===== config.mk =====
export PLATFORM = sky130hd
export DESIGN_NAME = clock_period_meter
export DESIGN_NICKNAME = d
export VERILOG_FILES = /design/src/rtl/clock_meter_pkg.sv /design/src/rtl/sync_edge_detect.sv /design/src/rtl/clock_period_meter.sv
export SDC_FILE = /design/constraint.sdc
export NUM_CORES = 1
export LEC_CHECK = 0
export ABC_AREA = 1
export CAP_MARGIN = 10
export CORE_ASPECT_RATIO = 1.1
export CORE_MARGIN = 10
export CORE_UTILIZATION = 56
export DETAILED_ROUTE_END_ITERATION = 10
export GPL_TIMING_DRIVEN = 0
export HOLD_SLACK_MARGIN = 0.1
export PLACE_DENSITY = 0.79
export SYNTH_ARGS = -nofsm -noshare
export SYNTH_HDL_FRONTEND = slang
export SYNTH_HIERARCHICAL = 1
export SYNTH_SLANG_ARGS = --single-unit

===== constraint.sdc =====
create_clock -name clk -period 2.3 [get_ports clk]
set_input_delay 0.23 -clock clk [delete_from_list [all_inputs] [get_ports clk]]
set_output_delay 0.23 -clock clk [all_outputs]
set_load 0.01 [all_outputs]

===== src/rtl/clock_meter_pkg.sv =====
// Shared definitions for the clock period meter: FSM state encoding and
// small helpers used to size internal counters.
package clock_meter_pkg;

  typedef enum logic [1:0] {
    IDLE      = 2'd0,
    WAIT_RISE = 2'd1,
    MEAS_HIGH = 2'd2,
    MEAS_LOW  = 2'd3
  } meter_state_e;

  // Bits needed to hold a match counter that saturates at lock_count.
  function automatic int unsigned match_cnt_width(input int unsigned lock_count);
    return (lock_count < 2) ? 1 : $clog2(lock_count + 1);
  endfunction

endpackage


===== src/rtl/sync_edge_detect.sv =====
// Synchronizes an asynchronous level into the clk domain and produces
// single-cycle rise/fall strobes from the synchronized level.
module sync_edge_detect #(
  parameter int unsigned SYNC_STAGES = 2
) (
  input  logic clk,
  input  logic rst,
  input  logic d,
  output logic level,
  output logic rise,
  output logic fall
);

  logic [SYNC_STAGES-1:0] r_sync;
  logic                   r_level_d;

  // Synchronizer chain plus one delay flop for edge detection.
  always_ff @(posedge clk) begin
    if (rst) begin
      r_sync    <= '0;
      r_level_d <= 1'b0;
    end else begin
      r_sync[0] <= d;
      for (int unsigned i = 1; i < SYNC_STAGES; i++) begin
        r_sync[i] <= r_sync[i-1];
      end
      r_level_d <= r_sync[SYNC_STAGES-1];
    end
  end

  assign level = r_sync[SYNC_STAGES-1];
  assign rise  = level & ~r_level_d;
  assign fall  = ~level & r_level_d;

endmodule


===== src/rtl/clock_period_meter.sv =====
// Measures period and high time of a slower clock sampled as data in the
// clk domain, flags lock after LOCK_COUNT equal periods, and flags a
// stalled input via a sticky overflow bit.
module clock_period_meter
  import clock_meter_pkg::*;
#(
  parameter int unsigned CNT_W       = 16,
  parameter int unsigned SYNC_STAGES = 2,
  parameter int unsigned LOCK_COUNT  = 4
) (
  input  logic             clk,
  input  logic             rst,
  input  logic             in_clk,
  input  logic             enable,
  output logic [CNT_W-1:0] period,
  output logic [CNT_W-1:0] high_time,
  output logic             meas_valid,
  output logic             locked,
  output logic             overflow
);

  localparam int unsigned         MATCH_W   = match_cnt_width(LOCK_COUNT);
  localparam logic [CNT_W-1:0]    E_MAX     = '1;
  localparam logic [CNT_W-1:0]    E_ONE     = CNT_W'(1);
  localparam logic [MATCH_W-1:0]  MATCH_SAT = MATCH_W'(LOCK_COUNT);
  localparam logic [MATCH_W-1:0]  MATCH_ONE = MATCH_W'(1);

  meter_state_e       r_state;
  logic [CNT_W-1:0]   r_e;
  logic [CNT_W-1:0]   r_hcap;
  logic [CNT_W-1:0]   r_period;
  logic [CNT_W-1:0]   r_high_time;
  logic               r_meas_valid;
  logic               r_locked;
  logic               r_overflow;
  logic [MATCH_W-1:0] r_match;

  logic               w_level_unused;
  logic               w_rise;
  logic               w_fall;
  logic [MATCH_W-1:0] w_match_next;

  // The FSM works purely on edge strobes; the synchronized level is not needed here.
  sync_edge_detect #(
    .SYNC_STAGES (SYNC_STAGES)
  ) u_sync_edge_detect (
    .clk   (clk),
    .rst   (rst),
    .d     (in_clk),
    .level (w_level_unused),
    .rise  (w_rise),
    .fall  (w_fall)
  );

  // Next match count if the current elapsed count is accepted as a new period.
  always_comb begin
    w_match_next = MATCH_ONE;
    if (r_e == r_period) begin
      w_match_next = (r_match == MATCH_SAT) ? r_match : r_match + MATCH_ONE;
    end
  end

  // Measurement FSM, elapsed counter, capture registers and lock tracking.
  always_ff @(posedge clk) begin
    if (rst) begin
      r_state      <= IDLE;
      r_e          <= '0;
      r_hcap       <= '0;
      r_period     <= '0;
      r_high_time  <= '0;
      r_meas_valid <= 1'b0;
      r_locked     <= 1'b0;
      r_overflow   <= 1'b0;
      r_match      <= '0;
    end else begin
      r_meas_valid <= 1'b0;
      if (!enable) begin
        r_state  <= IDLE;
        r_e      <= '0;
        r_locked <= 1'b0;
        r_match  <= '0;
      end else begin
        unique case (r_state)
          IDLE: begin
            r_state <= WAIT_RISE;
          end
          WAIT_RISE: begin
            if (w_rise) begin
              r_e     <= E_ONE;
              r_state <= MEAS_HIGH;
            end
          end
          MEAS_HIGH: begin
            // Saturation is checked before the fall so e can never wrap.
            if (r_e == E_MAX) begin
              r_overflow <= 1'b1;
              r_locked   <= 1'b0;
              r_match    <= '0;
              r_e        <= '0;
              r_state    <= WAIT_RISE;
            end else if (w_fall) begin
              r_hcap  <= r_e;
              r_e     <= r_e + E_ONE;
              r_state <= MEAS_LOW;
            end else begin
              r_e <= r_e + E_ONE;
            end
          end
          MEAS_LOW: begin
            // A rise coinciding with saturation still completes the measurement.
            if (w_rise) begin
              r_period     <= r_e;
              r_high_time  <= r_hcap;
              r_meas_valid <= 1'b1;
              r_overflow   <= 1'b0;
              r_match      <= w_match_next;
              r_locked     <= (w_match_next >= MATCH_SAT);
              r_e          <= E_ONE;
              r_state      <= MEAS_HIGH;
            end else if (r_e == E_MAX) begin
              r_overflow <= 1'b1;
              r_locked   <= 1'b0;
              r_match    <= '0;
              r_e        <= '0;
              r_state    <= WAIT_RISE;
            end else begin
              r_e <= r_e + E_ONE;
            end
          end
          default: begin
            r_state <= IDLE;
          end
        endcase
      end
    end
  end

  assign period     = r_period;
  assign high_time  = r_high_time;
  assign meas_valid = r_meas_valid;
  assign locked     = r_locked;
  assign overflow   = r_overflow;

endmodule

# ---- Word-level counts from Yosys, hierarchy flattened
# Index checks and enable logic that the tools add are counted.
dict set report word_totals {
  ff_bits 75
  latchBits 0
  ramBits 0
  romBits 0
  out_inout_bits 35
  memories 0
}
dict set report op_classes {
  addsub 2
  multipliers 0
  div_mod_pow 0
  n_lt_le_gt_ge 1
  n_eq_ne 9
  n_shift 0
  muxes 22
  bitwise_logic 7
  reduce_logical 10
}
# operator n
set ops {}
lappend ops {{two-way mux 16 bit} 3}
lappend ops {{one-hot mux 16 bit (3 select lines)} 1}
lappend ops {{adder 16 x 1 -> 16 bit (second input constant)} 1}
lappend ops {{== test 16 bit} 1}
lappend ops {{== test 16 bit (second input constant)} 1}
lappend ops {{two-way mux 3 bit} 4}
lappend ops {{two-way mux 2 bit} 5}
lappend ops {{one-hot mux 2 bit (4 select lines)} 1}
lappend ops {{inequality test 3 x 2 -> 1 bit (second input constant)} 2}
lappend ops {{one-hot mux 3 bit (2 select lines)} 1}
lappend ops {{AND reduction 3 bit} 2}
lappend ops {{two-way mux 1 bit} 5}
lappend ops {{NOT 1 bit} 5}
lappend ops {{== test 2 bit (second input constant)} 2}
lappend ops {{one-hot mux 1 bit (2 select lines)} 2}
lappend ops {{AND reduction 2 bit} 2}
lappend ops {{AND reduction 4 bit} 1}
lappend ops {{adder 3 x 1 -> 3 bit (second input constant)} 1}
lappend ops {{== test 3 bit (second input constant)} 1}
lappend ops {{>= comparator 3 bit (second input constant)} 1}
lappend ops {{nonzero test 3 bit} 1}
lappend ops {{OR reduction 3 bit} 1}
lappend ops {{AND 1 bit} 2}
lappend ops {{== test 2 x 1 -> 1 bit (second input constant)} 1}
lappend ops {{other kinds (4)} 4}

# ---- Logic depth before layout (Yosys ltp)
dict set report depth {
  depth_word 6
  ltp_mapped 11
  depth_no_buf 10
}

# ---- Hierarchy
# Netlist, hierarchy kept.
# module n_inst cells_each area_each_um2 seq_area_each_um2
set by_module_without_submodules {}
lappend by_module_without_submodules {clock_period_meter 1 493 3475.8 1441.4}
lappend by_module_without_submodules {sync_edge_detect 1 12 93.8 60.1}

# ---- Worst setup path after synthesis
# OpenSTA, ideal clock, no wires.
dict set report synth_timing {
  path_type {register to register}
  from {register r_e[1]}
  to {register r_hcap[10]}
  setup_ns 0.143
  arrival_ns 1.434
  t_required_ns 2.157
  path_slack_ns 0.722
  stages_incl_launch_ff 10
  synth_period_minus_slack_ns 1.578
  path_cell_list {dfxtp_1 > ha_1 > nand2_2 > nor2_4 > nand2_4 > nor2_4 > nand3b_4 > buf_2 > nand4_1 > a21oi_2}
}
dict set report synth_via {
  elab_chain_len 3
}
# item line
set synth_rtl {}
lappend synth_rtl {{start: declaration} clock_period_meter.sv:29} ;# logic [CNT_W-1:0] r_e;
lappend synth_rtl {{start signal: assignment} clock_period_meter.sv:103} ;# r_e <= r_e + E_ONE;
lappend synth_rtl {{start signal: assignment} clock_period_meter.sv:106} ;# r_e <= r_e + E_ONE;
lappend synth_rtl {{start signal: assignment} clock_period_meter.sv:127} ;# r_e <= r_e + E_ONE;
lappend synth_rtl {{== test 16 bit} clock_period_meter.sv:95} ;# if (r_e == E_MAX) begin
lappend synth_rtl {{NOT 1 bit (no line)} --}
lappend synth_rtl {{AND reduction 4 bit (no line)} --}
lappend synth_rtl {{end signal: assignment} clock_period_meter.sv:102} ;# r_hcap <= r_e;
lappend synth_rtl {{end: declaration} clock_period_meter.sv:30} ;# logic [CNT_W-1:0] r_hcap;
# No other way between the ends.
# A chain may end at the register's enable or synchronous reset.

# ---- Worst setup path after layout
dict set report layout_timing {
  from {input rst}
  to {register r_match[2]}
}
dict set report layout_via {
  elab_chain_len 1
}
# item line
set layout_rtl {}
lappend layout_rtl {{start: declaration} clock_period_meter.sv:12} ;# input logic rst,
lappend layout_rtl {{OR reduction 2 bit (no line)} --}
lappend layout_rtl {{end signal: assignment} clock_period_meter.sv:116} ;# r_match <= w_match_next;
lappend layout_rtl {{end: declaration} clock_period_meter.sv:36} ;# logic [MATCH_W-1:0] r_match;
# No other way between the ends.

==> results.toml <==
[detailed_routing]
drt.antenna.violating_nets = 0
via_count = 3381
drc = 0
post_detailed_routing_wire_length_microns = 9083
drt_iter0_drc = 205
drt-vias-per-instance = 5.299
post_drt_wl_per_cell_microns = 14.24
detailedRoute.firstPassIterationCount = 4

[critical_path]
ff2ff_path_depth = 9
worst-endpoint-required_ns = 2.55
worst_setup_path_end_kind = "flop"
worstPathMaxFanout = 10
timing.critical_path.slowest_stage_cell = "sky130_fd_sc_hd__clkdlybuf4s50_1"
signal_arrival_time_at_the_worst_endpoint_ns = 2.23
critPathLaunchType = "primary input"
critPathMaxStageDelay_ns = 0.51
worst_setup_path_category = "in -> reg"
crit_chain = "clkdlybuf4s50_1, clkbuf_1, nor2_2, inv_1, clkbuf_1, nor2_1, nand2_1, inv_1"

[yosys]
yosys.cell_count.top_type = "sky130_fd_sc_hd__nand2_1"
share_of_the_synthesized_area_in_the_top_cell_type = 0.4206
number_of_flops_mapped_to_enable_cells_by_yosys = 0
synth.yosys.warnings = 6
synth.largest_area_cell = "sky130_fd_sc_hd__dfxtp_1"
yosys_most_used_dff = "sky130_fd_sc_hd__dfxtp_1"
synth.top_cells.by_area = "sky130_fd_sc_hd__dfxtp_1, sky130_fd_sc_hd__nand2_1, sky130_fd_sc_hd__nor2_1"
ys_types = 32
ys_seq_area_frac = 0.4206
postSynthCellCount = 505
synth.top_cells.by_count = "sky130_fd_sc_hd__nand2_1, sky130_fd_sc_hd__dfxtp_1, sky130_fd_sc_hd__nor2_1"
synth-seq-cells = 75
post_synth_instance_area_sq_um = 3570
postSynthNetCount = 512
synth.avg_cell_area_sq_um = 7.069
ys_async_sr_fraction = 0

[cts]
clk_pin_slew_ns = 0.08
cts_root_buffer = "sky130_fd_sc_hd__clkbuf_8"
tritoncts = "done"
cts_htree_levels = 3
post-cts-setup-buffers = 0
tritoncts.num_buffers = 9
clock_tree.buffer_depth = 2
cts_resized = 0
worst_skew_pair.late_latency_ns = 0.35
cts_sink_count = 75
cts_hold_buf = 0

[die]
placeableCoreArea_sq_um = 6193
die_area_sq_um = 9972
initial_util = 0.5764
chipWidth_microns = 96.13
pin_count = 39
placementRows = 30
die_height_microns = 103.7

[timing]
setup_viol_count_final = 0
finalHoldViolations = 0
fin_crit_ns = 1.980
max_freq_mhz = 505.0
grt_setup_unrepaired = "false"
worst_pin_slew_ns = 0.6990
max-slew-margin-rel = 0.5340
fin_crit_sh = 0.8610
final.setup_skew_ns = 0.01193
number_of_max_slew_violations_in_the_final_report = 0
final.setup.tns_ns = 0

[cells_and_area]
area_growth_pct = 18.19
num_antenna_cells = 0
post-route-cell-area_sq_um = 4219
finish.utilization = 0.6812
drive_gt1_frac = 0.1183
layout.nets = 560

[grt]
gr-total-overflow = 0
grt_pass1_wl_microns = 14660
grt_antenna_before_repair = 0
first_global_vias = 3139
globalRouteTotalUtil = 0.1808
largest_net_degree_at_the_start_of_global_routing = 14

[flow_run]
max_cap_violations = 0

[power_and_ir_drop]
power.share.sequential = 0.565
power_switching_share = 0.2466
vdd_ir_drop_max_mv = 0.3911
internal_power_uw = 1743
power_uw = 2314
power.switching_uw = 570.6
power.static_leakage_uw = 0.001666
power_frac_clock = 0.401
combinationalPowerShare = 0.034
powerDensity_nw_per_um2 = 548.4

[place]
gp_congestion = 0.9335
placed_area_sq_um = 4040
portBuffers = 37
dp_hpwl_microns = 6739

[min_path]
holdCritPathClass = "in -> reg"
timing.hold.worst_path_depth = 3

[status]
status = "complete, no violations"
[power by group through the flow]
stage / sequential (uW) / clock [uW] / combinational (uW)
3_5_place_dp: 1340 / 0 / 77.2
3_3_place_gp: 1340 / 0 / 76.1
5_1_grt: 1310 / 992 / 87.1
6_report: 1310 / 927 / 79.0
2_1_floorplan: 1340 / 0 / 52.3
4_1_cts: 1310 / 932 / 78.3
[per-stage QoR]
step	instances	setup WS, ns	hold WS [ns]
floorplan	505	0.7223	0.3012
global placement	622	0.01565	0.3929
detailed placement	622	0.02146	0.4018
CTS	638	0.3393	0.2748
global route	638	0.1402	0.3067
finish	638	0.3197	0.2923
[layout make-up]
cell class                      count  area, sq um
Fill cell                         532         1974
Multi-Input combinational cell    353         1735
Sequential cell                    75         1501
Timing Repair Buffer               37        370.4
Inverter                           55        206.4
Clock buffer                       10        137.6
Buffer                             22        126.4
Tap cell                           80        100.1
Clock inverter                      6        41.29
[worst max-delay path: cells and delay by family]
kind / cells / cell delay [ns]
and+or+nand+nor: 3 / 0.38
buffers and inverters: 5 / 1.60
[cell usage in the layout, fill, tap and decap left out, types with 9 or more instances in the layout]
cell type                         synthesis  routed
sky130_fd_sc_hd__nand2_1                105     105
sky130_fd_sc_hd__dfxtp_1                 75      75
sky130_fd_sc_hd__nor2_1                  69      69
sky130_fd_sc_hd__inv_1                   51      51
sky130_fd_sc_hd__o21ai_0                 43      43
sky130_fd_sc_hd__a21oi_1                 39      39
sky130_fd_sc_hd__clkdlybuf4s50_1          0      37
sky130_fd_sc_hd__nand3_1                 24      24
sky130_fd_sc_hd__nand4_1                 17      17
sky130_fd_sc_hd__nand2_2                 13      13
sky130_fd_sc_hd__a21oi_2                 10      10
sky130_fd_sc_hd__clkbuf_8                 0      10
sky130_fd_sc_hd__clkbuf_1                 9       9
[path summary, 6_finish.rpt]
path,from,to,slack [ns]
setup / recovery,rst,r_match[2],0.32
hold reg to reg,u_sync_edge_detect/r_sync[0],u_sync_edge_detect/r_sync[1],0.41
hold / removal,enable,r_hcap[2],0.29
setup reg to reg,r_e[1],r_hcap[8],0.43
[registers in the layout, indices dropped and copies added (netlist names)]
name                          count
locked                            1
period                           16
r_state                           2
r_hcap                           16
overflow                          1
high_time                        16
u_sync_edge_detect/r_sync         2
u_sync_edge_detect/r_level_d      1
r_e                              16
r_match                           3
meas_valid                        1
[layer usage]
metal  share of wire  wire length (microns)  vias up  track usage
li1                -                      -     1734            -
met1            0.43                   3892     1536       0.2241
met2            0.49                   4449       91       0.2972
met3           0.058                    528       20      0.03032
met4           0.023                    211        0      0.07278
met5               0                      0        -            0
[cells by family (layout without fill, tap and decap cells)]
kind of cell,count (synthesis),count (layout),synth area share
AND/OR/NAND/NOR,249,249,0.3200
buffers and inverters,77,130,0.09323
AO/OA/AOI/OAI,99,99,0.1507
adder cells (fa/ha/maj),3,3,0.01052
flip-flops,75,75,0.4206
XOR/XNOR,2,2,0.004908
Power figures use the tool's default switching activity.
